## src/rtl/score_display.sv

```systemverilog
// Score display driver for a 4-digit common-anode 7-segment display.
// Time-multiplexes one digit per REFRESH_DIV clocks, latches all score inputs into shadow
// registers once per frame (no mid-frame tearing) and blinks a player's digits for
// FLASH_TOGGLES blink half-periods whenever that player's scores change.
//
// Ports:
//   clk                 board clock
//   reset               asynchronous active-low reset
//   player1_score       player 1 game score (2 bits)
//   player2_score       player 2 game score (2 bits)
//   player1_match_score player 1 match score (3 bits)
//   player2_match_score player 2 match score (3 bits)
//   hit                 rally hit count (3 bits)
//   squash_switch       squash mode select
//   an                  digit anodes, active-low, an[0] rightmost
//   seg                 segments {g,f,e,d,c,b,a}, active-low
//   dp                  decimal point, active-low
//   flash_active        high while a flash episode is running
module score_display #(
  parameter int unsigned REFRESH_DIV   = 100000,
  parameter int unsigned BLINK_DIV     = 25000000,
  parameter int unsigned FLASH_TOGGLES = 6
) (
  input  logic       clk,
  input  logic       reset,
  input  logic [1:0] player1_score,
  input  logic [1:0] player2_score,
  input  logic [2:0] player1_match_score,
  input  logic [2:0] player2_match_score,
  input  logic [2:0] hit,
  input  logic       squash_switch,
  output logic [3:0] an,
  output logic [6:0] seg,
  output logic       dp,
  output logic       flash_active
);

  localparam int unsigned RW = (REFRESH_DIV > 1) ? $clog2(REFRESH_DIV) : 1;
  localparam int unsigned BW = (BLINK_DIV > 1) ? $clog2(BLINK_DIV) : 1;
  localparam int unsigned TW = $clog2(FLASH_TOGGLES + 1);

  typedef enum logic [0:0] {StShow, StFlash} state_e;

  state_e        state_q, state_d;
  logic [RW-1:0] refresh_q, refresh_d;
  logic [1:0]    idx_q, idx_d;
  logic [BW-1:0] blink_q, blink_d;
  logic [TW-1:0] toggles_q, toggles_d;
  logic [1:0]    mask_q, mask_d;
  logic          phase_q, phase_d;   // 1 = digits visible
  logic          primed_q, primed_d; // a previous frame exists to compare against

  logic [1:0]    sh_p1g_q, sh_p1g_d, sh_p2g_q, sh_p2g_d;
  logic [2:0]    sh_p1m_q, sh_p1m_d, sh_p2m_q, sh_p2m_d, sh_hit_q, sh_hit_d;
  logic          sh_sq_q, sh_sq_d;

  logic [3:0]    an_q, an_d;
  logic [6:0]    seg_q, seg_d;
  logic          dp_q, dp_d;
  logic          flash_q, flash_d;

  logic          refresh_tc, frame_start, blink_tc;
  logic          p1_chg, p2_chg, enter_squash;
  logic [3:0]    dval;
  logic          dblank, flash_blank;

  function automatic logic [6:0] seg_decode(input logic [3:0] v);
    logic [6:0] s;
    case (v)
      4'd0:    s = 7'b1000000;
      4'd1:    s = 7'b1111001;
      4'd2:    s = 7'b0100100;
      4'd3:    s = 7'b0110000;
      4'd4:    s = 7'b0011001;
      4'd5:    s = 7'b0010010;
      4'd6:    s = 7'b0000010;
      4'd7:    s = 7'b1111000;
      4'd8:    s = 7'b0000000;
      4'd9:    s = 7'b0010000;
      default: s = 7'h7F;
    endcase
    return s;
  endfunction

  // Refresh counter, digit index and frame-start shadow capture
  always_comb begin
    refresh_tc  = (refresh_q == RW'(REFRESH_DIV - 1));
    frame_start = refresh_tc && (idx_q == 2'd3);
    refresh_d   = refresh_tc ? '0 : refresh_q + RW'(1);
    idx_d       = refresh_tc ? idx_q + 2'd1 : idx_q;

    sh_p1g_d = sh_p1g_q;
    sh_p2g_d = sh_p2g_q;
    sh_p1m_d = sh_p1m_q;
    sh_p2m_d = sh_p2m_q;
    sh_hit_d = sh_hit_q;
    sh_sq_d  = sh_sq_q;
    primed_d = primed_q;
    if (frame_start) begin
      sh_p1g_d = player1_score;
      sh_p2g_d = player2_score;
      sh_p1m_d = player1_match_score;
      sh_p2m_d = player2_match_score;
      sh_hit_d = hit;
      sh_sq_d  = squash_switch;
      primed_d = 1'b1;
    end

    // The current shadow is the previous frame once the new inputs are latched, so compare
    // the inputs against it directly. Both frames must be in normal mode.
    p1_chg = frame_start && primed_q && !squash_switch && !sh_sq_q &&
             ((player1_score != sh_p1g_q) || (player1_match_score != sh_p1m_q));
    p2_chg = frame_start && primed_q && !squash_switch && !sh_sq_q &&
             ((player2_score != sh_p2g_q) || (player2_match_score != sh_p2m_q));
    enter_squash = frame_start && squash_switch;
  end

  // Flash FSM next-state
  always_comb begin
    state_d   = state_q;
    mask_d    = mask_q;
    phase_d   = phase_q;
    blink_d   = blink_q;
    toggles_d = toggles_q;
    blink_tc  = (blink_q == BW'(BLINK_DIV - 1));

    unique case (state_q)
      StShow: begin
        if (p1_chg || p2_chg) begin
          state_d   = StFlash;
          mask_d    = {p1_chg, p2_chg};
          phase_d   = 1'b0;
          blink_d   = '0;
          toggles_d = TW'(FLASH_TOGGLES);
        end
      end
      StFlash: begin
        blink_d = blink_tc ? '0 : blink_q + BW'(1);
        if (blink_tc) begin
          phase_d   = ~phase_q;
          toggles_d = toggles_q - TW'(1);
        end
        if (p1_chg || p2_chg) begin
          // Extend the episode; the blink phase keeps running undisturbed
          mask_d    = mask_q | {p1_chg, p2_chg};
          toggles_d = TW'(FLASH_TOGGLES);
        end else if (blink_tc && (toggles_q == TW'(1))) begin
          state_d = StShow;
          phase_d = 1'b1;
          mask_d  = 2'b00;
          blink_d = '0;
        end
      end
      default: state_d = StShow;
    endcase

    if (enter_squash) begin
      state_d   = StShow;
      mask_d    = 2'b00;
      phase_d   = 1'b1;
      blink_d   = '0;
      toggles_d = '0;
    end
  end

  // Registered display outputs, driven from the current index and shadow contents
  always_comb begin
    dval   = 4'd0;
    dblank = 1'b0;
    dp_d   = 1'b1;
    if (sh_sq_q) begin
      unique case (idx_q)
        2'd0:    dval = {1'b0, sh_hit_q};
        2'd1:    dval = {1'b0, sh_p2m_q};
        default: dblank = 1'b1;
      endcase
    end else begin
      unique case (idx_q)
        2'd3: dval = {1'b0, sh_p1m_q};
        2'd2: begin
          dval = {2'b00, sh_p1g_q};
          dp_d = 1'b0;
        end
        2'd1: dval = {2'b00, sh_p2g_q};
        default: dval = {1'b0, sh_p2m_q};
      endcase
    end
    // Player 1 owns digits 3,2 (mask bit 1); player 2 owns digits 1,0 (mask bit 0)
    flash_blank = !phase_q && (idx_q[1] ? mask_q[1] : mask_q[0]);
    seg_d       = (dblank || flash_blank) ? 7'h7F : seg_decode(dval);
    an_d        = ~(4'b0001 << idx_q);
    flash_d     = (state_q == StFlash);
  end

  always_ff @(posedge clk or negedge reset) begin
    if (!reset) begin
      state_q   <= StShow;
      refresh_q <= '0;
      idx_q     <= 2'd0;
      blink_q   <= '0;
      toggles_q <= '0;
      mask_q    <= 2'b00;
      phase_q   <= 1'b1;
      primed_q  <= 1'b0;
      sh_p1g_q  <= '0;
      sh_p2g_q  <= '0;
      sh_p1m_q  <= '0;
      sh_p2m_q  <= '0;
      sh_hit_q  <= '0;
      sh_sq_q   <= 1'b0;
      an_q      <= 4'b1111;
      seg_q     <= 7'h7F;
      dp_q      <= 1'b1;
      flash_q   <= 1'b0;
    end else begin
      state_q   <= state_d;
      refresh_q <= refresh_d;
      idx_q     <= idx_d;
      blink_q   <= blink_d;
      toggles_q <= toggles_d;
      mask_q    <= mask_d;
      phase_q   <= phase_d;
      primed_q  <= primed_d;
      sh_p1g_q  <= sh_p1g_d;
      sh_p2g_q  <= sh_p2g_d;
      sh_p1m_q  <= sh_p1m_d;
      sh_p2m_q  <= sh_p2m_d;
      sh_hit_q  <= sh_hit_d;
      sh_sq_q   <= sh_sq_d;
      an_q      <= an_d;
      seg_q     <= seg_d;
      dp_q      <= dp_d;
      flash_q   <= flash_d;
    end
  end

  assign an           = an_q;
  assign seg          = seg_q;
  assign dp           = dp_q;
  assign flash_active = flash_q;

endmodule

```

## config.mk

```make
export PLATFORM = sky130hd
export DESIGN_NAME = score_display
export DESIGN_NICKNAME = d
export VERILOG_FILES = /design/src/rtl/score_display.sv
export SDC_FILE = /design/constraint.sdc
export NUM_CORES = 1
export LEC_CHECK = 0
export CORE_MARGIN = 2
export CORE_UTILIZATION = 59
export CTS_CLUSTER_DIAMETER = 120
export DETAILED_ROUTE_END_ITERATION = 7
export PLACE_DENSITY = 0.89
export RECOVER_POWER = 25
export SETUP_SLACK_MARGIN = 0.5
export SYNTH_ARGS = -nofsm -noshare
export SYNTH_HDL_FRONTEND = slang
export SYNTH_SLANG_ARGS = --single-unit
```

## constraint.sdc

```tcl
create_clock -name clk -period 3.1 [get_ports clk]
set_input_delay 0.62 -clock clk [delete_from_list [all_inputs] [get_ports clk]]
set_output_delay 0.62 -clock clk [all_outputs]
set_load 0.03 [all_outputs]
```

==> run_results.csv <==
group,metric,value,unit
floorplanning,io-pin-count,29,
synthesis,synthArstFlopShare,100.0,%
synthesis,ys_seq_area_share,47.90,%
placement,pre_cts_ws,0.4447,ns
placement,dpl_cell_area,4518,um^2
floorplanning,initial_utilization,61.25,%
route,viasPerCell,5.837,
timing,relSlewSlack,-27.45,%
floorplanning,die_w,87.99,um
clock_tree,cts.sinks,79,
critical_path,cp-startpoint,"refresh_q[0]",
synthesis,avgSynthCellArea,10.40,um^2
global_route,antenna_found_initial,0,
synthesis,synth-main-ff-cell,"dfrtp_1",
timing,tns,0,ns
critical_path,critPathMaxFanout,19,
pwr,internal_power,1602,uW
layout,drive_above_1_share,15.10,%
pwr,leakage,0.002027,uW
layout,postLayoutCellArea,4752,um^2
clock_tree,cts-root-buf,"clkbuf_8",
synthesis,synth_commonest_cells,"dfrtp_1 (66), nand2_1 (34), nand3_1 (26), and3_1 (25), nor3_1 (22)",
clock_tree,clkLatencyLatePin,0.34,ns
critical_path,crit_path_frequent_cell,"and4_1",
placement,gp_congestion,0.7959,
synthesis,netlist_area,4161,um^2
status,status,"finished, violations left",
critical_path,required,3.32,ns
timing,hold_viol,0,
floorplanning,placementRows,30,
synthesis,synth_top_family_by_area,"simple AND/OR/NAND/NOR gates",
timing,min_period,2.386,ns
synthesis,syn_inst,400,
critical_path,worstSetupPathType,"register to register",
placement,hpwl,5.494,mm
global_route,grt_usage,23.00,%
synthesis,synthMostInstantiatedCell,"dfrtp_1",
critical_path,cp_slowest_cell,"dfrtp_1",
timing,setup_viol,0,
synthesis,synth_xor_area_share,5.893,%
layout,finalNonFillerCells,533,
critical_path,critPathCaptureType,"register",
synthesis,synth-edff-count,0,
clock_tree,cts_buffers,9,
layout,diodes,0,
global_route,grt_overflow,0,
clock_tree,holdBufCountCts,0,
pwr,power_frac_seq,52.1,%
floorplanning,coreArea,6794,um^2
route,ant_nets,0,
timing,fin_worst_skew,0.009690,ns
route,postRouteWirelength,8.122,mm
layout,nets,462,
pwr,comb_power_share,5.5,%
clock_tree,post_cts_buffers,0,
route,drc,0,
synthesis,yosys.area_share.adder,4.209,%
critical_path,cp_slowest_stage_delay,0.40,ns
route,wl_per_cell,15.24,um
timing,tightest_slew,1.912,ns
pwr,ir_worst_vdd,247.7,uV
pwr,switchingPower,434.0,uW
critical_path,rr_startpoint,"refresh_q[0]",
floorplanning,die_area,7741,um^2
flow_run,cap_viol_max_count,1,
worst_hold_path,min_from,"refresh_q[0]",
global_route,grt_pass1_wl,13.99,mm
timing,layout_setup_ws,0.7138,ns
critical_path,start_kind,"register",
layout,synthToLayoutAreaGrowth,14.19,%
synthesis,ys_types,54,
synthesis,yosysWarnings,0,
timing,fin_crit_sh,76.97,%
global_route,grt_max_degree,80,
pwr,p_clk_share,42.4,%
pwr,power_per_cell_area,428.5,nW/um^2
clock_tree,tritoncts,"built",
synthesis,syn-num-nets,430,
synthesis,synth_top_area_cell,"dfrtp_1",
placement,dp_cells,517,
synthesis,yosys.area_share.simple,22.46,%
critical_path,crit_family,"simple AND/OR/NAND/NOR gates",
clock_tree,clk_pin_slew,0.08,ns
global_route,grt_pass1_vias,3119,
pwr,p_sw_share,21.31,%
synthesis,synth_mux_area_share,5.292,%
clock_tree,clockBufferDepth,2,
placement,numPortBuffers,28,
timing,fmax,419.1,MHz
synthesis,synth_top_area_share,39.69,%
synthesis,synthTopCellsByArea,"dfrtp_1 (40%), dfstp_2 (8.2%), ha_1 (4.2%)",
synthesis,synth_seq_cells,79,
critical_path,crit_chain,"ha_1, and4_1, and4_1, buf_4, nand4_4, a21o_4, and2_4, a211o_2",
critical_path,cp.arrival,2.61,ns
critical_path,timing.critical_path.buf_inv,1,
floorplanning,fp.dieH,87.99,um
clock_tree,htreeDepth,3,
route,first_pass_iters,4,
worst_hold_path,hold_class,"register to register",
synthesis,synth_compound_area_share,10.64,%
status,violations,"capacitance limit, slew limit",
route,drtIter0Drc,235,
route,vias,3111,
timing,slew_violations,80,
layout,postLayoutCoreUtil,69.94,%
timing,rsz0062_at_grt,"false",
what timing repair did:
item                                    CTS  global route
cloned                                    0             0
resized for setup                         1             2
endpoints found under the setup margin    8             5
flip-flops by register name, indices dropped and copies added, names as in the netlist, 2 cells and up:
register and count:
blink_q 25, toggles_q 3, idx_q 2, sh_hit_q 3
refresh_q 17, mask_q 2, sh_p2g_q 2, an 4
sh_p1g_q 2, sh_p2m_q 3, sh_p1m_q 3, seg 7
cells in the final DEF (no fill, tap or decap), types with 6 or more instances in the layout:
| cell type | instances |
|---|---|
| clkdlybuf4s50_1 | 27 |
| dfstp_2 | 13 |
| a211o_2 | 7 |
| xor2_1 | 13 |
| and4_1 | 6 |
| inv_1 | 19 |
| nand4_1 | 10 |
| nand2_1 | 34 |
| ha_1 | 14 |
| nor3_1 | 22 |
| and3_1 | 25 |
| mux2_2 | 15 |
| o21ai_0 | 15 |
| dfrtp_1 | 66 |
| a211o_1 | 10 |
| nor2_1 | 20 |
| a31oi_1 | 7 |
| xnor2_1 | 15 |
| nand3_1 | 26 |
| clkbuf_8 | 11 |
worst register-to-register path, delay by kind of cell (launching register included):
kind	cells	cell delay, ns
AND/OR/NAND/NOR	4	0.87
AO/OA/AOI/OAI	2	0.60
flip-flops	1	0.40
adder cells (fa/ha/maj)	1	0.22
buffers and inverters	1	0.19
power by group through the flow:
stage	registers, uW	clock network, uW	logic [uW]
after floorplan	1090	0	35.4
after global placement	1080	0	109
after detailed placement	1080	0	113
after CTS	1060	879	114
after global routing	1060	914	124
final	1060	863	113
per-stage QoR:
| stage | hold slack, ns | power (uW) |
|---|---|---|
| 6_report | 0.4918 | 2036 |
| 5_1_grt | 0.5087 | 2101 |
| 4_1_cts | 0.4610 | 2053 |
| 3_5_place_dp | 0.4792 | 1193 |
| 3_3_place_gp | 0.4733 | 1188 |
| 2_1_floorplan | 0.3244 | 1128 |
layer usage:
layer,track usage (%),vias up,wire length (um)
met3,3.770,10,301
met4,9.371,0,100
met1,29.80,1530,3605
met2,38.57,65,4114
li1,-,1506,-
met5,0,-,0
kinds of logic (layout without fill, tap and decap cells):
logic type	Yosys count	count (layout)
buffers and inverters	31	68
DFF	79	79
muxes	20	20
and+or+nand+nor	168	168
xor gates and xnor gates	28	28
AOI/OAI and AO/OA	60	60
adders and majority gates	14	14
worst paths after layout:
check                                    end  slack [ns]  cells past startpoint
worst max-delay path              blink_q[2]        0.71                      8
worst min-delay path            refresh_q[0]        0.49                      1
worst max register to register    blink_q[2]        0.71                      8
worst min register to register  refresh_q[0]        0.49                      1
max in group asynchronous        blink_q[22]        1.16                      1
min in group asynchronous        sh_p1m_q[0]        0.81                      1
layout make-up:
cell class | instances | area (um^2)
multi-input combinational | 290 | 2027
sequential | 79 | 1993
timing repair buffer | 33 | 309.0
clock inverter | 4 | 76.32
fill | 471 | 2042
clock buffer | 12 | 155.1
inverter | 19 | 71.32
tap | 96 | 120.1
Power figures use the tool's default switching activity.
